==> src/rtl/square_motion_if.sv <==
// Bundles the per-frame timing, collision and position signals of one square object.
// master drives the requests and pulses; slave is the motion controller.
interface square_motion_if;
   logic               startOfFrame;
   logic               launch;
   logic               halt;
   logic               collisionX;
   logic               collisionY;
   logic signed [10:0] topLeftX;
   logic signed [10:0] topLeftY;
   logic               moving;

   modport master (
      output startOfFrame, launch, halt, collisionX, collisionY,
      input  topLeftX, topLeftY, moving
   );

   modport slave (
      input  startOfFrame, launch, halt, collisionX, collisionY,
      output topLeftX, topLeftY, moving
   );
endinterface

==> src/rtl/square_motion_ctrl.sv <==
// Per-frame motion controller for one square object: fixed-point integration, bounces, cooldown.
// Optional feature macro: SQUARE_MOTION_GRAVITY_EN adds GRAVITY to speedY on every frame update.
module square_motion_ctrl #(
   parameter int OBJECT_WIDTH    = 32,
   parameter int OBJECT_HEIGHT   = 32,
   parameter int SCREEN_W        = 640,
   parameter int SCREEN_H        = 480,
   parameter int INIT_X          = 280,
   parameter int INIT_Y          = 185,
   parameter int INIT_SPEED_X    = 40,
   parameter int INIT_SPEED_Y    = -80,
   parameter int MAX_SPEED       = 512,
   parameter int COOLDOWN_FRAMES = 4,
   parameter int GRAVITY         = 3
) (
   input  logic             clk,
   input  logic             resetN,
   square_motion_if.slave   bus
);
   typedef enum logic [1:0] {IDLE = 2'd0, RUN = 2'd1, COOLDOWN = 2'd2} state_t;

   localparam logic signed [10:0] X_LIM = 11'(SCREEN_W - OBJECT_WIDTH);
   localparam logic signed [10:0] Y_LIM = 11'(SCREEN_H - OBJECT_HEIGHT);
`ifdef SQUARE_MOTION_GRAVITY_EN
   localparam int GRAV_STEP = GRAVITY;
`else
   localparam int GRAV_STEP = 0 * GRAVITY;
`endif

   state_t             state_q, state_d;
   logic signed [16:0] pos_x_q, pos_x_d, pos_y_q, pos_y_d;
   logic signed [10:0] spd_x_q, spd_x_d, spd_y_q, spd_y_d;
   logic               hit_x_q, hit_x_d, hit_y_q, hit_y_d;
   logic [7:0]         cnt_q, cnt_d;
   logic               moving_q;

   logic signed [10:0] neg_x_s, neg_y_s, grav_y_s, upd_spd_x_s, upd_spd_y_s;
   logic signed [16:0] sum_x_s, sum_y_s, upd_pos_x_s, upd_pos_y_s;
   logic               edge_x_s, edge_y_s, bounce_s;

   function automatic logic signed [10:0] sat_spd(input logic signed [11:0] v);
      logic signed [11:0] hi;
      logic signed [11:0] lo;
      hi = 12'(MAX_SPEED);
      lo = -hi;
      if (v > hi) begin
         sat_spd = hi[10:0];
      end else if (v < lo) begin
         sat_spd = lo[10:0];
      end else begin
         sat_spd = v[10:0];
      end
   endfunction

   // Clamp one axis to [0, lim] in whole pixels and point the speed back into the screen.
   function automatic void wall(
      input  logic signed [16:0] p,
      input  logic signed [10:0] s,
      input  logic signed [10:0] lim,
      output logic signed [16:0] p_o,
      output logic signed [10:0] s_o,
      output logic               hit_o
   );
      logic signed [10:0] mag;
      mag = s[10] ? -s : s;
      if ($signed(p[16:6]) < 11'sd0) begin
         p_o = 17'sd0;  s_o = mag;  hit_o = 1'b1;
      end else if ($signed(p[16:6]) > lim) begin
         p_o = {lim, 6'd0};  s_o = -mag;  hit_o = 1'b1;
      end else begin
         p_o = p;  s_o = s;  hit_o = 1'b0;
      end
   endfunction

   // Candidate frame update: reflect on latched hits, optional gravity, integrate, border.
   always_comb begin
      neg_x_s  = hit_x_q ? -spd_x_q : spd_x_q;
      neg_y_s  = hit_y_q ? -spd_y_q : spd_y_q;
      grav_y_s = sat_spd({neg_y_s[10], neg_y_s} + 12'(GRAV_STEP));
      sum_x_s  = pos_x_q + {{6{neg_x_s[10]}}, neg_x_s};
      sum_y_s  = pos_y_q + {{6{grav_y_s[10]}}, grav_y_s};
      wall(sum_x_s, neg_x_s, X_LIM, upd_pos_x_s, upd_spd_x_s, edge_x_s);
      wall(sum_y_s, grav_y_s, Y_LIM, upd_pos_y_s, upd_spd_y_s, edge_y_s);
      bounce_s = hit_x_q | hit_y_q | edge_x_s | edge_y_s;
   end

   // Phase sequencing, collision latching and commit of the frame update.
   always_comb begin
      state_d = state_q;
      pos_x_d = pos_x_q;
      pos_y_d = pos_y_q;
      spd_x_d = spd_x_q;
      spd_y_d = spd_y_q;
      hit_x_d = hit_x_q;
      hit_y_d = hit_y_q;
      cnt_d   = cnt_q;
      if (bus.halt) begin
         state_d = IDLE;
         spd_x_d = 11'sd0;
         spd_y_d = 11'sd0;
         hit_x_d = 1'b0;
         hit_y_d = 1'b0;
      end else begin
         case (state_q)
            IDLE: begin
               if (bus.launch) begin
                  state_d = RUN;
                  spd_x_d = sat_spd(12'(INIT_SPEED_X));
                  spd_y_d = sat_spd(12'(INIT_SPEED_Y));
                  hit_x_d = 1'b0;
                  hit_y_d = 1'b0;
               end else begin
                  state_d = IDLE;
               end
            end
            RUN, COOLDOWN: begin
               if (bus.startOfFrame) begin
                  pos_x_d = upd_pos_x_s;
                  pos_y_d = upd_pos_y_s;
                  spd_x_d = upd_spd_x_s;
                  spd_y_d = upd_spd_y_s;
                  // Pulses coincident with the frame strobe belong to the next frame.
                  hit_x_d = (state_q == RUN) & bus.collisionX;
                  hit_y_d = (state_q == RUN) & bus.collisionY;
                  if (state_q == RUN) begin
                     if (bounce_s) begin
                        state_d = COOLDOWN;
                        cnt_d   = 8'(COOLDOWN_FRAMES);
                     end else begin
                        state_d = RUN;
                     end
                  end else begin
                     cnt_d = cnt_q - 8'd1;
                     if (cnt_q <= 8'd1) begin
                        state_d = RUN;
                     end else begin
                        state_d = COOLDOWN;
                     end
                  end
               end else if (state_q == RUN) begin
                  hit_x_d = hit_x_q | bus.collisionX;
                  hit_y_d = hit_y_q | bus.collisionY;
               end else begin
                  hit_x_d = hit_x_q;
                  hit_y_d = hit_y_q;
               end
            end
            default: state_d = IDLE;
         endcase
      end
   end

   // State registers with asynchronous active-low reset to the idle pose.
   always_ff @(posedge clk or negedge resetN) begin
      if (!resetN) begin
         state_q  <= IDLE;
         pos_x_q  <= 17'(INIT_X * 64);
         pos_y_q  <= 17'(INIT_Y * 64);
         spd_x_q  <= 11'sd0;
         spd_y_q  <= 11'sd0;
         hit_x_q  <= 1'b0;
         hit_y_q  <= 1'b0;
         cnt_q    <= 8'd0;
         moving_q <= 1'b0;
      end else begin
         state_q  <= state_d;
         pos_x_q  <= pos_x_d;
         pos_y_q  <= pos_y_d;
         spd_x_q  <= spd_x_d;
         spd_y_q  <= spd_y_d;
         hit_x_q  <= hit_x_d;
         hit_y_q  <= hit_y_d;
         cnt_q    <= cnt_d;
         moving_q <= (state_d != IDLE);
      end
   end

   assign bus.topLeftX = pos_x_q[16:6];
   assign bus.topLeftY = pos_y_q[16:6];
   assign bus.moving   = moving_q;
endmodule

==> src/flat_wrapper.sv <==
// flat-port wrapper written by rule: the top's interface ports become plain ports
module square_motion_ctrl_flat 
#(
   parameter int OBJECT_WIDTH    = 32,
   parameter int OBJECT_HEIGHT   = 32,
   parameter int SCREEN_W        = 640,
   parameter int SCREEN_H        = 480,
   parameter int INIT_X          = 280,
   parameter int INIT_Y          = 185,
   parameter int INIT_SPEED_X    = 40,
   parameter int INIT_SPEED_Y    = -80,
   parameter int MAX_SPEED       = 512,
   parameter int COOLDOWN_FRAMES = 4,
   parameter int GRAVITY         = 3
)
  (clk, resetN, bus_startOfFrame, bus_launch, bus_halt, bus_collisionX, bus_collisionY, bus_topLeftX, bus_topLeftY, bus_moving);
  square_motion_if bus_i ();
  input  logic clk;
  input  logic resetN;
  input wire logic [$bits(bus_i.startOfFrame)-1:0] bus_startOfFrame;
  input wire logic [$bits(bus_i.launch)-1:0] bus_launch;
  input wire logic [$bits(bus_i.halt)-1:0] bus_halt;
  input wire logic [$bits(bus_i.collisionX)-1:0] bus_collisionX;
  input wire logic [$bits(bus_i.collisionY)-1:0] bus_collisionY;
  output wire logic [$bits(bus_i.topLeftX)-1:0] bus_topLeftX;
  output wire logic [$bits(bus_i.topLeftY)-1:0] bus_topLeftY;
  output wire logic [$bits(bus_i.moving)-1:0] bus_moving;
  assign bus_i.startOfFrame = bus_startOfFrame;
  assign bus_i.launch = bus_launch;
  assign bus_i.halt = bus_halt;
  assign bus_i.collisionX = bus_collisionX;
  assign bus_i.collisionY = bus_collisionY;
  assign bus_topLeftX = bus_i.topLeftX;
  assign bus_topLeftY = bus_i.topLeftY;
  assign bus_moving = bus_i.moving;
  square_motion_ctrl #(.OBJECT_WIDTH(OBJECT_WIDTH), .OBJECT_HEIGHT(OBJECT_HEIGHT), .SCREEN_W(SCREEN_W), .SCREEN_H(SCREEN_H), .INIT_X(INIT_X), .INIT_Y(INIT_Y), .INIT_SPEED_X(INIT_SPEED_X), .INIT_SPEED_Y(INIT_SPEED_Y), .MAX_SPEED(MAX_SPEED), .COOLDOWN_FRAMES(COOLDOWN_FRAMES), .GRAVITY(GRAVITY)) u_core (.clk(clk), .resetN(resetN), .bus(bus_i));
endmodule
==> config.mk <==
export PLATFORM = sky130hd
export DESIGN_NAME = square_motion_ctrl_flat
export DESIGN_NICKNAME = d
export VERILOG_FILES = /design/src/rtl/square_motion_if.sv /design/src/rtl/square_motion_ctrl.sv /design/src/flat_wrapper.sv
export SDC_FILE = /design/constraint.sdc
export NUM_CORES = 1
export LEC_CHECK = 0
export CAP_MARGIN = 20
export CORE_ASPECT_RATIO = 1.2
export CORE_MARGIN = 2
export CORE_UTILIZATION = 43
export CTS_CLUSTER_DIAMETER = 150
export DETAILED_ROUTE_END_ITERATION = 16
export GPL_TIMING_DRIVEN = 0
export PLACE_DENSITY_LB_ADDON = 0.25
export SYNTH_ARGS = -nofsm -noshare
export SYNTH_HDL_FRONTEND = slang
export SYNTH_SLANG_ARGS = --single-unit
==> constraint.sdc <==
create_clock -name clk -period 7.1 [get_ports clk]
set_input_delay 1.065 -clock clk [delete_from_list [all_inputs] [get_ports clk]]
set_output_delay 1.065 -clock clk [all_outputs]
set_load 0.005 [all_outputs]
## Word-level counts from Yosys, hierarchy flattened

Cells that the tools add are included.

| storage, ports and cells | value |
|---|---|
| flip-flop bits (word level) | 69 |
| output and inout bits | 23 |

| operators by class | value |
|---|---|
| $add $sub $neg | 9 |
| magnitude comparators | 7 |
| equal/unequal tests | 6 |
| multiplexer cells | 44 |
| bitwise operators | 8 |
| reduce and logical (&&, ||, !) cells | 8 |

Operators by type and width:

| cell | number |
|---|---|
| $mux W11 | 16 |
| $mux W17 | 4 |
| $neg A11 Y11 | 6 |
| $pmux W11 S2 | 2 |
| $add A17 B17 Y17 | 2 |
| $gt A11 B11 Y1 const B | 2 |
| $lt A11 B1 Y1 const B | 2 |
| $mux W8 | 2 |
| $mux W1 | 12 |
| $gt A11 B10 Y1 const B | 1 |
| $lt A11 B10 Y1 const B | 1 |
| $mux W2 | 5 |
| $reduce_and A3 Y1 | 3 |
| $le A8 B1 Y1 const B | 1 |
| $sub A8 B1 Y8 const B | 1 |
| $ne A3 B3 Y1 const B | 2 |
| $or A1 B1 Y1 | 5 |
| $ne A4 B3 Y1 const B | 1 |
| $pmux W1 S2 | 2 |
| $pmux W2 S2 | 1 |
| $reduce_and A4 Y1 | 1 |
| $reduce_bool A3 Y1 | 1 |
| $and A1 B1 Y1 | 2 |
| $eq A2 B1 Y1 const B | 1 |
| 6 further kinds | 6 |

## Logic depth before layout (Yosys ltp)

Gate-level depths: netlist (run 1).

| logic depth | value |
|---|---|
| depth in word-level cells | 16 |
| gate-level depth with buffers | 25 |

## Worst setup path before layout (run 1)

Ideal clock, no wire load.

| timing | value |
|---|---|
| path type | register -> register |
| start point | register u_core.spd_y_q[5] |
| end point | register u_core.cnt_q[6] |
| library setup time | 124 ps |
| data arrival time | 5745 ps |
| data required time | 6976 ps |
| slack | 1231 ps |
| cell stages (with the launch flop) | 23 |
| buffers on the path | 6 |
| period minus slack after synthesis | 5869 ps |
| cells stage by stage | dfrtp_1 buf_6 or4_4 buf_6 o41ai_4 xor2_4 inv_4 buf_6 clkbuf_1 o21ai_1 nor2_1 ha_1 clkbuf_1 a21oi_1 maj3_1 a211o_1 nand3_1 a21boi_0 o21ai_0 nand3_1 clkbuf_1 o311a_1 a211o_1 |

| between the ends | value |
|---|---|
| longest elaborated chain between the ends | 12 |
| elaborated cells between the ends (all ways) | 14 |
| those cells by class | 2 x add/sub; 4 x order compare; 1 x eq/ne; 5 x mux; 1 x bitwise; 1 x reduce/logical |

Ends and longest elaborated chain:

| element | RTL line | source |
|---|---|---|
| start, declared | square_motion_ctrl.sv:32 | `logic signed [10:0] spd_x_q, spd_x_d, spd_y_q, spd_y_d;` |
| start signal, assigned | square_motion_ctrl.sv:170 | `spd_y_q <= spd_y_d;` |
| $neg A11 Y11 | square_motion_ctrl.sv:78 | `neg_y_s = hit_y_q ? -spd_y_q : spd_y_q;` |
| $mux W11 * | square_motion_ctrl.sv:78 |  |
| $lt A11 B10 Y1 | square_motion_ctrl.sv:48 | `end else if (v < lo) begin` |
| $mux W11 | square_motion_ctrl.sv:48 |  |
| $mux W11 * | square_motion_ctrl.sv:46 | `if (v > hi) begin` |
| $add A17 B17 Y17 * | square_motion_ctrl.sv:81 | `sum_y_s = pos_y_q + {{6{grav_y_s[10]}}, grav_y_s};` |
| $gt A11 B10 Y1 | square_motion_ctrl.sv:68 | `end else if ($signed(p[16:6]) > lim) begin` |
| $mux W1 | square_motion_ctrl.sv:68 |  |
| $mux W1 * | square_motion_ctrl.sv:66 | `if ($signed(p[16:6]) < 11'sd0) begin` |
| $or A1 B1 Y1 * | square_motion_ctrl.sv:84 | `bounce_s = hit_x_q \| hit_y_q \| edge_x_s \| edge_y_s;` |
| $ne A2 B1 Y1 (no source line) * | n/a |  |
| $reduce_and A4 Y1 (no source line) * | n/a |  |
| end signal, assigned | square_motion_ctrl.sv:173 | `cnt_q <= cnt_d;` |
| end, declared | square_motion_ctrl.sv:34 | `logic [7:0] cnt_q, cnt_d;` |

Every way passes the cells marked *; elsewhere a longest branch is shown, timed or not.
A chain may end at the register's enable or synchronous reset.

## Final worst setup path (run 1)

| timing | value |
|---|---|
| start point | register u_core.spd_y_q[0] |
| end point | register u_core.state_q[1] |

| between the ends | value |
|---|---|
| longest elaborated chain between the ends | 15 |
| elaborated cells between the ends (all ways) | 17 |
| those cells by class | 2 x add/sub; 4 x order compare; 10 x mux; 1 x bitwise |

Ends and longest elaborated chain:

| element | RTL line | source |
|---|---|---|
| $neg A11 Y11 | square_motion_ctrl.sv:78 |  |
| $mux W11 * | square_motion_ctrl.sv:78 |  |
| $lt A11 B10 Y1 | square_motion_ctrl.sv:48 |  |
| $mux W11 | square_motion_ctrl.sv:48 |  |
| $mux W11 * | square_motion_ctrl.sv:46 |  |
| $add A17 B17 Y17 * | square_motion_ctrl.sv:81 |  |
| $gt A11 B10 Y1 | square_motion_ctrl.sv:68 |  |
| $mux W1 | square_motion_ctrl.sv:68 |  |
| $mux W1 * | square_motion_ctrl.sv:66 |  |
| $or A1 B1 Y1 * | square_motion_ctrl.sv:84 |  |
| $mux W2 * | square_motion_ctrl.sv:126 | `if (bounce_s) begin` |
| $mux W2 * | square_motion_ctrl.sv:125 | `if (state_q == RUN) begin` |
| $mux W2 * | square_motion_ctrl.sv:117 | `if (bus.startOfFrame) begin` |
| $pmux W2 S2 * | square_motion_ctrl.sv:104 | `case (state_q)` |
| $mux W2 * | square_motion_ctrl.sv:97 | `if (bus.halt) begin` |
| net u_core.state_d[1] | square_motion_ctrl.sv:30 | `state_t state_q, state_d;` |
| end signal, assigned | square_motion_ctrl.sv:166 | `state_q <= state_d;` |
| end, declared | square_motion_ctrl.sv:30 |  |

The timed path passes the listed nets; every way through them passes the cells marked *.

==> results.toml, run 1 <==
[pwr]
p_clk_frac = 0.192
netSwitchingPower_mw = 1.05
p_leak_nw = 3.35
swShare = 0.456
p_seq_frac = 0.227
power.density_nw_per_um2 = 296
irDropWorstVdd_uv = 188
p_int_mw = 1.25
combinationalPowerShare = 0.581
total_power_mw = 2.31

[layout]
nFillCells = 1554
antenna_cells = 0
final_cell_count_no_fill = 1106
finalNetCount = 946
syn_to_final_growth_pct = 12.5
final_area_sq_um = 7790
utilization = 0.496
drive_gt1_frac = 0.102

[sta]
fin_setup_tns_ns = 0
setup_viol = 0
period_share = 0.932
max_freq_mhz = 151
fin_worst_skew_ns = 0.00808
hold_violations = 0
rsz0062_at_grt = "no"
hold_slack_ns = 0.485
final-max-slew-violation-count = 0
worst_pin_slew_ns = 0.902
fin_ws_ns = 0.483
slew_headroom = 0.399
period_needed_ns = 6.62

[worst_setup_path]
worst-r2r-setup-slack_ns = 0.48
startpoint = "u_core.spd_y_q[0]$_DFFE_PN0P_"
start_kind = "flop"
worstPathArrival_ns = 6.86
ff2ff_path_depth = 25
path_class = "flop to flop"
reg2reg_to = "u_core.state_q[1]$_DFF_PN0_"
end_kind = "flop"
worstReg2RegStart = "u_core.spd_y_q[0]$_DFFE_PN0P_"
crit_fanout = 15
cp.required_ns = 7.34
timing.critical_path.to = "u_core.state_q[1]$_DFF_PN0_"

[global_routing]
grt_usage = 0.233
grt_pass1_vias = 6322
antenna_found_initial = 0
grt_pass1_wl_mm = 31.7
grt_start_max_net_pins = 66
overflow = 0

[synthesis]
synth_top_cell_by_area = "dfrtp_1"
async_flop_share = 1.00
synth_most_common_cell = "nand2_1"
synth_ff_type = "dfrtp_1"
synth-seq-cells = 65
synth_commonest_cells = "nand2_1 (77), nor2_1 (66), o21ai_0 (59)"
synth_edf_count = 0
synth.area.top_cells = "dfrtp_1 (21%), ha_1 (8.3%), xnor2_1 (4.3%)"
syn_area_per_cell_sq_um = 8.13
yosys_warnings = 0
synth_area_sq_um = 6920
yosysSeqAreaShare = 0.237
yosysTopAreaCellShare = 0.206
ys_types = 97
syn_inst = 851

[route]
met1_length_mm = 8.07
drc = 0
drtIter0Drc = 502
dr.max_layer_used = "met4"
wl_met2_mm = 9.84
dr.pass1.iters = 5
postRouteAntennaNets = 0
finalWirelength_mm = 19.3
wl_met3_microns = 700
detail_route.wl_per_cell_microns = 17.5
vias = 6545
via_per_inst = 5.92

[floorplanning]
die_h_microns = 143
ios = 30
die_x_microns = 120
die_area_sq_um = 17100
initial_utilization = 0.441
coreArea_sq_um = 15700
num_rows = 50

[flow_run]
drv_cap = 0

[clocking]
cts.sinks = 65
htreeDepth = 3
root_buffer = "clkbuf_16"
clockBufferDepth = 2
cts_hold_buf = 0
tritoncts = "done"
clkTransAtPathRegs_ns = 0.06
clk_latency_ns = 0.35
cts_inserted_buffers = 9

[placed_design]
io_buffers = 27
place_ws_ns = -0.0676
dp_hpwl_mm = 14.4
gp_congestion = 0.911
dp.cells = 1089
place_area_sq_um = 7460

[run_status]
status = "finished, final reports clean"

[min_path]
hp-class = "flop to flop"
-- placed cells by master (no fill, tap or decap), types with 12 or more instances in the layout --
cell type         n
nand2_1          77
nor2_1           66
o21ai_0          59
dfrtp_1          57
ha_1             46
a21oi_1          42
xnor2_1          34
clkbuf_1         32
inv_1            31
nor3_1           30
o31ai_1          27
xor2_1           26
clkdlybuf4s50_1  26
buf_4            25
nand3_1          18
a21o_1           17
nand2b_1         12
-- cells by family (layout without fill, tap and decap cells) --
logic type,Yosys count,after routing,synth area share
adder cells (fa/ha/maj),49,49,0.0877
AND/OR/NAND/NOR,283,283,0.205
AO/OA/AOI/OAI,281,281,0.299
other,1,2,0.000542
multiplexers,13,13,0.0193
flip-flops,65,65,0.237
buffers and inverters,98,144,0.0712
XOR/XNOR,61,61,0.0799
-- power by group through the flow --
stage	sequential, mW	combinational [mW]	clock (mW)
3_3_place_gp	0.530	1.30	0
6_report	0.523	1.34	0.443
5_1_grt	0.536	1.47	0.465
2_1_floorplan	0.508	0.992	0
4_1_cts	0.523	1.32	0.449
3_5_place_dp	0.530	1.30	0
-- layer usage --
metal | global-route usage | vias up
met4 | 0.116 | 0
met1 | 0.275 | 3098
li1 | - | 3233
met3 | 0.0256 | 49
met2 | 0.417 | 165
met5 | 0 | -
-- repair_timing --
action,in CTS,in global routing
gates resized for setup,1,6
endpoints found under the setup margin,10,30
pin swaps,0,2
buffers inserted,0,1
-- how the worst min path moves through the flow --
stage                                        startpoint                             to  slack, ns  cells after the start
after floorplan           u_core.pos_x_q[1]$_DFFE_PN0P_  u_core.pos_x_q[1]$_DFFE_PN0P_       0.45                      2
after global placement    u_core.pos_x_q[1]$_DFFE_PN0P_  u_core.pos_x_q[1]$_DFFE_PN0P_       0.47                      2
after detailed placement  u_core.pos_x_q[4]$_DFFE_PN0P_  u_core.pos_x_q[4]$_DFFE_PN0P_       0.48                      2
after CTS                 u_core.pos_x_q[4]$_DFFE_PN0P_  u_core.pos_x_q[4]$_DFFE_PN0P_       0.49                      2
after global routing      u_core.pos_x_q[9]$_DFFE_PN1P_  u_core.pos_x_q[9]$_DFFE_PN1P_       0.51                      2
final                     u_core.pos_x_q[4]$_DFFE_PN0P_  u_core.pos_x_q[4]$_DFFE_PN0P_       0.48                      2
-- worst max-delay path: stages (launching register included) --
cell	delay [ns]
dfrtp_1	0.35
clkbuf_1	0.20
inv_1	0.18
ha_1	0.28
nand2b_1	0.19
o41ai_4	0.48
xor2_4	0.40
inv_4	0.07
buf_6	0.15
clkbuf_2	0.29
o21ai_4	0.25
buf_4	0.19
nor2_1	0.06
ha_1	0.28
clkbuf_1	0.25
nand3_1	0.28
nor2_1	0.31
nand3_1	0.11
o211ai_1	0.36
o21ai_2	0.12
o211ai_1	0.26
a2bb2oi_1	0.21
nand4_2	0.23
a211oi_4	0.51
a311oi_1	0.22
o211a_1	0.26
-- sequential cells by signal, summed over array words and instances (netlist names) --
signal / flops
u_core.pos_y_q: 16
u_core.pos_x_q: 15
u_core.spd_y_q: 11
u_core.spd_x_q: 10
u_core.cnt_q: 8
u_core.state_q: 2
u_core.bus.moving: 1
u_core.hit_x_q: 1
u_core.hit_y_q: 1
-- final cells by class --
cell class / count / area [sq um] / area share
repair buffers: 30 / 288 / 0.0370
clock inverters: 6 / 51.3 / 0.00659
inverters: 34 / 130 / 0.0167
multi-input cells: 689 / 4820 / 0.619
well taps: 208 / 260 / 0.0334
clock buffers: 10 / 239 / 0.0307
flip-flops and latches: 65 / 1640 / 0.210
plain buffers: 64 / 364 / 0.0468
(Power assumes the default switching activity.)
==> run 2: changes to the inputs <==
--- a/config.mk
+++ b/config.mk
@@ -5,7 +5,6 @@
 export SDC_FILE = /design/constraint.sdc
 export NUM_CORES = 1
 export LEC_CHECK = 0
-export CAP_MARGIN = 20
 export CORE_ASPECT_RATIO = 1.2
 export CORE_MARGIN = 2
 export CORE_UTILIZATION = 43
@@ -13,6 +12,7 @@
 export DETAILED_ROUTE_END_ITERATION = 16
 export GPL_TIMING_DRIVEN = 0
 export PLACE_DENSITY_LB_ADDON = 0.25
+export SKIP_LAST_GASP = 1
 export SYNTH_ARGS = -nofsm -noshare
 export SYNTH_HDL_FRONTEND = slang
 export SYNTH_SLANG_ARGS = --single-unit
==> run 2 against run 1 <==
Against the previous run: maximum frequency up 0.17%; clock skew barely moved; total power about the same; critical path depth did not move; wire length hardly changed; hold slack barely moved; sequential power barely moved; final cell count fell by 0.18%; sequential cell count is the same; first-iteration DRC count grew 13%; global-route usage up 0.050 points; highest routed layer unchanged.
==> results.toml, run 2 (synthesis gave the netlist of run 1 again) <==
[sta]
slew_headroom = 0.0957
period_share = 0.930
hold_violations = 0
fin_worst_skew_ns = 0.00821
final-max-slew-violation-count = 0
setup_viol = 0
worst_pin_slew_ns = 1.34
fin_setup_tns_ns = 0
rsz0062_at_grt = "no"
period_needed_ns = 6.61
max_freq_mhz = 151

[run_status]
status = "finished, final reports clean"

[pwr]
power.density_nw_per_um2 = 296
p_leak_nw = 3.35
irDropWorstVdd_uv = 191
total_power_mw = 2.30

[global_routing]
antenna_found_initial = 0
grt_pass1_wl_mm = 31.8
grt_pass1_vias = 6331
overflow = 0
grt_start_max_net_pins = 66
grt_usage = 0.233

[placed_design]
io_buffers = 27
dp_hpwl_mm = 14.4
gp_congestion = 0.911
place_area_sq_um = 7450

[route]
dr.pass1.iters = 5
drtIter0Drc = 566
wl_met3_microns = 800
vias = 6614
dr.max_layer_used = "met4"
via_per_inst = 5.99
detail_route.wl_per_cell_microns = 17.5
drc = 0
postRouteAntennaNets = 0
wl_met2_mm = 9.67
met1_length_mm = 8.17
finalWirelength_mm = 19.3

[floorplanning]
die_h_microns = 143
ios = 30
die_area_sq_um = 17100
num_rows = 50
die_x_microns = 120
initial_utilization = 0.441
coreArea_sq_um = 15700

[worst_setup_path]
cp_slowest_cell = "a211oi_4"
end_kind = "flop"
worstPathArrival_ns = 6.85
worst-r2r-setup-slack_ns = 0.49
start_kind = "flop"
crit_fanout = 15
cp.required_ns = 7.34
critPathMaxStageDelay_ns = 0.49
path_class = "flop to flop"

[min_path]
hp-class = "flop to flop"

[clocking]
clk_latency_ns = 0.35
clkTransAtPathRegs_ns = 0.06
clockBufferDepth = 2
htreeDepth = 3
cts_inserted_buffers = 9
tritoncts = "done"
root_buffer = "clkbuf_16"
cts.sinks = 65

[layout]
top_register = "u_core.pos_y_q"
finalNetCount = 944
syn_to_final_growth_pct = 12.4
final_area_sq_um = 7770
layout_common_cells = "nand2_1 (77), nor2_1 (66), o21ai_0 (58)"
mostFrequentLayoutCell = "nand2_1"
top_regs = "u_core.pos_y_q: 16 flops, u_core.pos_x_q: 15 flops, u_core.spd_y_q: 11 flops"
nFillCells = 1565
seqCellArea_sq_um = 1640
largest_reg_flops = 16
antenna_cells = 0
drive_gt1_frac = 0.100
multi_input_area_sq_um = 4820

[flow_run]
drv_cap = 0
## run 2: critical path: cells and delay by family (launching register included)
| kind | cells | cell delay [ns] |
|---|---|---|
| compound gates | 9 | 2.64 |
| xor+xnor | 1 | 0.39 |
| fa+ha+maj | 2 | 0.56 |
| buf+inv | 7 | 1.34 |
| flops | 1 | 0.35 |
| simple gates | 6 | 1.19 |
## run 2: worst paths after layout
| kind | start | end | depth (start not counted) |
|---|---|---|---|
| max reg2reg | u_core.spd_y_q[0]$_DFFE_PN0P_ | u_core.state_q[1]$_DFF_PN0_ | 25 |
| min reg2reg | u_core.pos_x_q[4]$_DFFE_PN0P_ | u_core.pos_x_q[4]$_DFFE_PN0P_ | 2 |
| max | u_core.spd_y_q[0]$_DFFE_PN0P_ | u_core.state_q[1]$_DFF_PN0_ | 25 |
| min in group asynchronous | resetN | u_core.pos_x_q[8]$_DFFE_PN0P_ | 1 |
| max in group asynchronous | resetN | u_core.pos_y_q[0]$_DFFE_PN0P_ | 1 |
| min | u_core.pos_x_q[4]$_DFFE_PN0P_ | u_core.pos_x_q[4]$_DFFE_PN0P_ | 2 |
## run 2: layout make-up
| cell class | count | area share |
|---|---|---|
| clock buffers | 10 | 0.0307 |
| repair buffers | 28 | 0.0354 |
| multi-input cells | 689 | 0.620 |
| well taps | 208 | 0.0335 |
| plain buffers | 64 | 0.0468 |
| clock inverters | 6 | 0.00660 |
| flip-flops and latches | 65 | 0.211 |
| inverters | 34 | 0.0167 |
## run 2: layer usage
metal  vias up  GRT usage
li1       3216          -
met1      3149      0.275
met3        48     0.0331
met5         -          0
met4         0      0.107
met2       201      0.417
## run 2: power by group
| part | total (mW) | internal (mW) | leakage [nW] | switching [mW] |
|---|---|---|---|---|
| Clock | 0.443 | 0.250 | 0.133 | 0.193 |
| Combinational | 1.34 | 0.552 | 2.38 | 0.786 |
| Sequential | 0.523 | 0.452 | 0.833 | 0.0714 |
## run 2: per-stage QoR
stage	setup WS, ns	hold slack [ns]	utilization	cells
final	0.494	0.485	0.495	1104
after detailed placement	-0.128	0.475	0.475	1087
after CTS	0.0802	0.490	0.493	1103
after global routing	0.0145	0.509	0.495	1104
after global placement	-0.0490	0.471	0.475	1087
after floorplan	1.23	0.454	-	852
## run 2: what timing repair did
item | CTS | global route
hold buffers | 0 | 0
pin swaps | 0 | 1
setup buffers | 0 | 1
setup endpoints to repair | 12 | 30
resized for setup | 1 | 6
